===== config.mk =====
export PLATFORM = sky130hd
export DESIGN_NAME = usb_pkt_fifo
export DESIGN_NICKNAME = d
export VERILOG_FILES = /design/src/rtl/usb_pkt_fifo.sv
export SDC_FILE = /design/constraint.sdc
export NUM_CORES = 1
export LEC_CHECK = 0
export CORE_MARGIN = 2
export CORE_UTILIZATION = 40
export CTS_CLUSTER_SIZE = 14
export DETAILED_ROUTE_END_ITERATION = 10
export GPL_ROUTABILITY_DRIVEN = 0
export PLACE_DENSITY = 0.62
export SYNTH_ARGS = -nofsm -noshare
export SYNTH_HDL_FRONTEND = slang
export SYNTH_SLANG_ARGS = --single-unit

===== constraint.sdc =====
create_clock -name clk -period 6.17 [get_ports clk]
set_clock_uncertainty 0.2 [all_clocks]
set_input_delay 0.9255 -clock clk [delete_from_list [all_inputs] [get_ports clk]]
set_output_delay 0.9255 -clock clk [all_outputs]
set_load 0.005 [all_outputs]

===== src/rtl/usb_pkt_fifo.sv =====
// ---------------------------------------------------------------------------
// usb_pkt_fifo
//   Synchronous packet FIFO with commit/discard semantics. The write side
//   fills an "open" packet speculatively. The packet then either becomes
//   visible to the reader (commit) or is thrown away (discard, or commit of a
//   packet that overflowed). The reader therefore only ever sees complete,
//   good packets.
//
// Ports
//   clk, rst      : clock (rising edge) and asynchronous active-high reset
//   w_data, wr_en : write one word into the open packet
//   wr_commit     : publish the open packet to the reader
//   wr_discard    : drop the open packet (wins over wr_commit)
//   rd_en         : pop one committed word
//   r_data/r_valid: registered read data; r_valid marks a pop from last cycle
//   flag_full     : committed + speculative occupancy == DEPTH
//   flag_empty    : no committed word available
//   flag_afull    : total occupancy >= AFULL_LVL
//   flag_aempty   : committed count <= AEMPTY_LVL
//   count         : committed words available to the reader
//   pkt_dropped   : one-cycle pulse when a packet is closed without commit
//   err_underflow : one-cycle pulse on rd_en while empty
// ---------------------------------------------------------------------------
module usb_pkt_fifo #(
  parameter int DATA_WIDTH = 8,
  parameter int DEPTH      = 64,
  parameter int AFULL_LVL  = DEPTH - 4,
  parameter int AEMPTY_LVL = 4
) (
  input  logic                      clk,
  input  logic                      rst,
  input  logic [DATA_WIDTH-1:0]     w_data,
  input  logic                      wr_en,
  input  logic                      wr_commit,
  input  logic                      wr_discard,
  input  logic                      rd_en,
  output logic [DATA_WIDTH-1:0]     r_data,
  output logic                      r_valid,
  output logic                      flag_full,
  output logic                      flag_empty,
  output logic                      flag_afull,
  output logic                      flag_aempty,
  output logic [$clog2(DEPTH):0]    count,
  output logic                      pkt_dropped,
  output logic                      err_underflow
);

  localparam int AW = $clog2(DEPTH);
  localparam logic [AW:0] FULL_C   = (AW+1)'(DEPTH);
  localparam logic [AW:0] AFULL_C  = (AW+1)'(AFULL_LVL);
  localparam logic [AW:0] AEMPTY_C = (AW+1)'(AEMPTY_LVL);

  logic [DATA_WIDTH-1:0] storage [DEPTH];

  // Pointers carry one extra wrap bit so full and empty are distinguishable.
  logic [AW:0] rd_ptr;
  logic [AW:0] wr_ptr_c;   // end of committed data
  logic [AW:0] wr_ptr_s;   // end of speculative (open packet) data
  logic        ovf;        // open packet lost at least one word

  logic [AW:0] used;
  logic        ovf_hit;
  logic        close_drop;
  logic        close_keep;
  logic        do_write;
  logic        do_read;
  logic [AW:0] wr_ptr_s_inc;

  assign used        = wr_ptr_s - rd_ptr;
  assign count       = wr_ptr_c - rd_ptr;
  assign flag_full   = (used == FULL_C);
  assign flag_empty  = (wr_ptr_c == rd_ptr);
  assign flag_afull  = (used >= AFULL_C);
  assign flag_aempty = (count <= AEMPTY_C);

  // A word arriving while full is lost; that taints the packet even if the
  // commit comes in the very same cycle.
  assign ovf_hit    = wr_en && flag_full;
  assign close_drop = wr_discard || (wr_commit && (ovf || ovf_hit));
  assign close_keep = wr_commit && !close_drop;
  assign do_write   = wr_en && !flag_full && !close_drop;
  assign do_read    = rd_en && !flag_empty;

  // Commit includes a word written in the same cycle.
  assign wr_ptr_s_inc = wr_ptr_s + (AW+1)'(do_write);

  // Storage array without reset so it maps onto block RAM.
  always_ff @(posedge clk) begin
    if (do_write) begin
      storage[wr_ptr_s[AW-1:0]] <= w_data;
    end
  end

  // Write side pointers and packet state.
  always_ff @(posedge clk or posedge rst) begin
    if (rst) begin
      wr_ptr_s    <= '0;
      wr_ptr_c    <= '0;
      ovf         <= 1'b0;
      pkt_dropped <= 1'b0;
    end else begin
      pkt_dropped <= close_drop;
      if (close_drop) begin
        wr_ptr_s <= wr_ptr_c;
        ovf      <= 1'b0;
      end else if (close_keep) begin
        wr_ptr_s <= wr_ptr_s_inc;
        wr_ptr_c <= wr_ptr_s_inc;
        ovf      <= 1'b0;
      end else begin
        wr_ptr_s <= wr_ptr_s_inc;
        if (ovf_hit) begin
          ovf <= 1'b1;
        end
      end
    end
  end

  // Read side: one-cycle latency, r_data holds when nothing is popped.
  always_ff @(posedge clk or posedge rst) begin
    if (rst) begin
      rd_ptr        <= '0;
      r_data        <= '0;
      r_valid       <= 1'b0;
      err_underflow <= 1'b0;
    end else begin
      r_valid       <= do_read;
      err_underflow <= rd_en && flag_empty;
      if (do_read) begin
        r_data <= storage[rd_ptr[AW-1:0]];
        rd_ptr <= rd_ptr + 1'b1;
      end
    end
  end

endmodule


==> results.toml, run 1 <==
[worst_setup_path]
path_depth = 8
crit_required_ns = 5.04
cpPeakStageDelay_ns = 0.81
path_cells = "clkinv_1 > ha_1 > or3b_2 > mux2i_1 > and4bb_2 > o221ai_4 > inv_2 > clkdlybuf4s50_1"
cp-start-kind = "flop"
r2r_end = "storage[54][3]"
end_kind = "primary output"
cp_slowest_cell = "dfrtp_1"
path_buf_inv = 3
cp.arrival_ns = 3.92
r2r_cells = 9
reg2reg_from = "rd_ptr[2]"
path_class = "flop to primary output"
cp_max_fo = 19
r2r_slack_ns = 1.57
critical-path-top-delay-family = "buffers and inverters"

[clocking]
htree_levels = 2
cts-root-buf = "clkbuf_16"
cts.clk_slew.worst_paths_ns = 0.06
clockBufferDepth = 3
insertion_delay_ns = 0.60
post_cts_resized = 0
cts_hold_buf = 0
cts_tree = "yes"
cts_inserted_buffers = 53
cts_setup_buffers = 0
clock_sinks = 545

[synth]
synthCells = 1105
synth_edf_count = 512
synth_area_leaders = "edfxtp_1, mux4_2, dfrtp_1, nor2_1, mux2i_1"
synth_seq_cells = 545
synth_area_leader_cell = "edfxtp_1"
ys.warnings.count = 0
avgSynthCellArea_um2 = 19.7
synth_top_cell_area_share = 0.708
synth_nets = 1135
ys_types = 64
ys_seq_area_frac = 0.746
ys.flop_type = "edfxtp_1"
syn_area_um2 = 21700
synthArstFlopShare = 0.0606

[die]
die_x_um = 237
row_count = 85
die_area_um2 = 56200
die_h_um = 237
core_region_area_um2 = 53800
io_pins = 36
initial_core_util = 0.404

[pwr]
power_density_nw_per_um2 = 432
p_switching_mw = 3.30
vdd_ir_drop_max_mv = 0.262
power.clock.fraction = 0.288
internal-power_mw = 7.27
seqPwrFrac = 0.417
combPwrFrac = 0.294
swShare = 0.312
cellLeakagePower_nw = 7.73
power_mw = 10.6

[detailed_routing]
vias = 10800
drt_wl_total_mm = 49.9
detail-route-antenna-nets = 0
drtIter0Drc = 1148
wl_per_cell_um = 26.3
viasPerCell = 5.71
dr.pass1.iters = 5
drc_errors = 0

[timing]
setup_ws_ns = 1.13
setup_tns_ns = 0
finalSetupViolCount = 0
fin_crit_sh = 0.817
worstMarginPinSlew_ns = 1.21
drv_slew = 0
rsz0062_at_grt = "no"
period_minus_slack_ns = 5.04
slew-limit-headroom = 0.196
clock.fmax_mhz = 198
hold_viol = 0

[place]
io_buffers = 35
dp_hpwl_mm = 29.8
pre_cts_ws_ns = 1.55

[layout]
drive_gt1_frac = 0.208
final.fill_count = 4541
nets = 1190
synthToLayoutAreaGrowth_pct = 12.5
num_antenna_cells = 0

[hold_path]
hold_end = "wr_ptr_c[0]"
min_path_cells = 1
timing.hold.worst.class = "flop to flop"
min_from = "wr_ptr_c[0]"

[global_route]
grtUsageTotal = 0.181
grt_pass1_vias = 11200
grt_pass1_wl_mm = 74.6
grt_overflow_total = 0
antenna_found_initial = 1
grt_max_degree = 65

[run]
cap_violations = 0

[run_status]
status = "finished, final reports clean"
[per-layer routing]
metal	vias to the layer above	global-route usage	part of all wire
li1	4678	-	-
met1	5698	0.253	0.43
met2	367	0.288	0.48
met3	80	0.0287	0.058
met4	0	0.0705	0.032
met5	-	0	0
[sequential cells by signal, summed over array words and instances (netlist names)]
name,flops
storage,512
r_data,8
rd_ptr,7
wr_ptr_c,7
wr_ptr_s,7
err_underflow,1
ovf,1
pkt_dropped,1
r_valid,1
[metrics by stage]
| step | cell area [um^2] | utilization | hold slack [ns] | instances |
|---|---|---|---|---|
| 2_1_floorplan | 21700 | - | 0.273 | 1105 |
| 3_3_place_gp | 22800 | 0.424 | 0.319 | 1801 |
| 3_5_place_dp | 22800 | 0.424 | 0.334 | 1801 |
| 4_1_cts | 24400 | 0.454 | 0.352 | 1894 |
| 5_1_grt | 24400 | 0.454 | 0.372 | 1894 |
| 6_report | 24400 | 0.454 | 0.351 | 1894 |
[cell usage in the layout (no fill, tap or decap), drive strengths merged, types with 5 or more instances in the layout]
master	instances
a211oi	11
a21oi	14
a22o	7
a22oi	31
a31oi	5
buf	24
clkbuf	60
clkdlybuf4s50	27
clkinv	28
dfrtp	33
edfxtp	512
ha	15
inv	17
mux2	19
mux2i	29
mux4	116
nand2	19
nand3	22
nand3b	6
nand4	5
nor2	81
nor2b	7
nor3	9
o211ai	7
o21ai	7
o32a	6
xnor2	14
xor2	6
[final cells by class]
| cell class | count | area, um^2 | share of cell area |
|---|---|---|---|
| sequential | 545 | 16200 | 0.663 |
| multi-input combinational | 492 | 5270 | 0.216 |
| clock buffer | 60 | 1350 | 0.0553 |
| tap | 696 | 871 | 0.0356 |
| timing repair buffer | 51 | 430 | 0.0176 |
| clock inverter | 33 | 248 | 0.0101 |
| inverter | 17 | 63.8 | 0.00261 |
[kinds of logic after synthesis]
family | after synthesis | share of synthesized area
AO/OA/AOI/OAI | 120 | 0.0429
XOR/XNOR | 20 | 0.00841
adder cells (fa/ha/maj) | 16 | 0.00956
buffers and inverters | 68 | 0.0127
flip-flops | 545 | 0.746
multiplexers | 164 | 0.143
AND/OR/NAND/NOR | 172 | 0.0374
[cell usage after synthesis, types with 14 or more instances]
| master | count |
|---|---|
| nand2_1 | 19 |
| nor2_1 | 81 |
| mux2_2 | 19 |
| edfxtp_1 | 512 |
| nand3_1 | 22 |
| ha_1 | 15 |
| mux4_2 | 116 |
| a22oi_1 | 31 |
| clkbuf_1 | 29 |
| mux2i_1 | 29 |
| dfrtp_1 | 33 |
| a21oi_1 | 14 |
[how the worst max path moves through the flow]
stage	start	end	slack, ns
3_3_place_gp	rd_ptr[2]	storage[54][2]	1.71
4_1_cts	rd_ptr[4]	flag_full	1.15
2_1_floorplan	rd_ptr[1]	storage[54][0]	1.51
3_5_place_dp	rd_ptr[2]	storage[54][4]	1.55
6_report	rd_ptr[4]	flag_full	1.13
5_1_grt	rd_ptr[4]	flag_full	0.90
[power groups by stage]
stage / sequential (mW) / combinational, mW / clock (mW)
final: 4.41 / 3.11 / 3.05
after global routing: 4.43 / 3.33 / 3.23
after CTS: 4.41 / 3.13 / 3.09
after detailed placement: 4.49 / 3.11 / 0
after global placement: 4.48 / 3.10 / 0
after floorplan: 4.30 / 2.18 / 0
Power figures use the tool's default switching activity.
==> run 2: changes to the inputs <==
- clock period: 6.17 -> 4.85 ns (I/O delays scaled with it)
==> run 2 against run 1 <==
- sequential share of layout area fell by 1.6 points
- combinational power rose by 33%
- clock-buffer cell count rose by 6
- total power rose by 29%
==> results.toml, run 2 (same netlist as run 1, synthesis figures left out) <==
[pwr]
power_density_nw_per_um2 = 546
power_mw = 13.7
cellLeakagePower_nw = 8.10
vdd_ir_drop_max_mv = 0.578

[worst_setup_path]
cp-endpoint = "flag_full"
end_kind = "primary output"
path_class = "flop to primary output"
cp.arrival_ns = 3.73
r2r_cells = 9
r2r_slack_ns = 0.58
r2r_end = "storage[55][6]"
reg2reg_from = "rd_ptr[2]"
crit_required_ns = 3.92
cp-start-kind = "flop"
cp_max_fo = 11
crit_start = "rd_ptr[5]"

[hold_path]
timing.hold.worst.class = "input pin to async pin"

[clocking]
insertion_delay_ns = 0.61
cts_hold_buf = 0
clockBufferDepth = 3
cts_inserted_buffers = 54
htree_levels = 2
cts_tree = "yes"
cts.clk_slew.worst_paths_ns = 0.06
cts_setup_buffers = 0
clock_sinks = 545
cts-root-buf = "clkbuf_16"

[timing]
fin_crit_sh = 0.961
setup_ws_ns = 0.191
clock.fmax_mhz = 215
drv_slew = 0
slew-limit-headroom = 0.155
worstMarginPinSlew_ns = 1.27
rsz0062_at_grt = "no"
period_minus_slack_ns = 4.66
setup_tns_ns = 0
finalSetupViolCount = 0
hold_viol = 0

[place]
placed_area_um2 = 23300
io_buffers = 35
pre_cts_ws_ns = 0.412
dp_hpwl_mm = 30.4

[global_route]
grt_pass1_wl_mm = 75.1
grtUsageTotal = 0.182
grt_overflow_total = 0
antenna_found_initial = 0
grt_pass1_vias = 11300
grt_max_degree = 145

[detailed_routing]
wl_per_cell_um = 25.7
drt_wl_total_mm = 50.4
detail-route-antenna-nets = 0
drtIter0Drc = 1093
viasPerCell = 5.69
dr.pass1.iters = 7
drc_errors = 0
vias = 11100

[layout]
num_antenna_cells = 0
synthToLayoutAreaGrowth_pct = 15.2
fin_area_um2 = 25000
largest_reg_flops = 512
nets = 1254
final_common_cell = "edfxtp_1"
drive_gt1_frac = 0.252
final_cell_mix = "edfxtp_1, mux4_2, nor2_1, buf_4, clkbuf_16"
utilization = 0.465

[run]
cap_violations = 0

[run_status]
status = "finished, final reports clean"

[die]
core_region_area_um2 = 53800
io_pins = 36
initial_core_util = 0.404
die_h_um = 237
die_x_um = 237
die_area_um2 = 56200
row_count = 85
-- run 2: cell count changes in the layout (fill, tap and decap cells not counted), moves of 3 or more --
cell	before	now
buf_4	16	77
clkinvlp_4	2	6
clkinv_2	14	11
dfrtp_2	0	3
clkinv_1	12	9
dfrtp_1	31	28
-- run 2: worst min path at each step --
stage                              to  slack [ns]  cells after the start         from
after global placement    wr_ptr_c[6]        0.33                      1  wr_ptr_c[6]
after global routing      wr_ptr_s[2]        0.36                      1  wr_ptr_c[2]
after floorplan             r_data[3]        0.27                      2    r_data[3]
after CTS                 pkt_dropped        0.32                      3          rst
final                     wr_ptr_s[3]        0.33                      3          rst
after detailed placement  wr_ptr_c[6]        0.34                      1  wr_ptr_c[6]
-- run 2: power by group --
part           internal (mW)  switching, mW
combinational           1.85           2.28
clock                   2.31           1.74
sequential              5.30          0.194
-- run 2: routing by layer --
metal  GRT usage  vias to the layer above  part of all wire
li1            -                     4790                 -
met1       0.258                     5851              0.43
met2       0.283                      397              0.47
met3      0.0302                      102             0.063
met4      0.0684                        0             0.031
met5           0                        -                 0
-- run 2: critical path, cell delays in order (launching register included) --
cell	delay, ns
dfrtp_2	0.53
inv_1	0.25
ha_1	0.43
or3b_2	0.48
mux2i_1	0.21
and4bb_2	0.30
o221ai_4	0.19
inv_2	0.18
clkdlybuf4s50_1	0.53
-- run 2: area by class of cell --
class	instances	area, um^2
Fill cell	4512	28800
Sequential cell	545	16200
Multi-Input combinational cell	492	5270
Clock buffer	66	1440
Timing Repair Buffer	114	928
Tap cell	696	871
Clock inverter	29	255
Inverter	17	63.8
-- run 2: timing repair --
| action | in CTS | in global routing |
|---|---|---|
| endpoints found under the setup margin | 1 | 3 |
| gates resized for setup | 1 | 3 |
| pin swaps | 0 | 0 |
| gates cloned | 0 | 0 |
| endpoints found under the hold margin | 0 | 0 |
-- run 2: through the flow --
step                      cells  hold slack [ns]
after detailed placement   1864            0.338
after global routing       1959            0.361
final                      1959            0.330
after global placement     1864            0.334
after CTS                  1959            0.322
after floorplan            1105            0.273
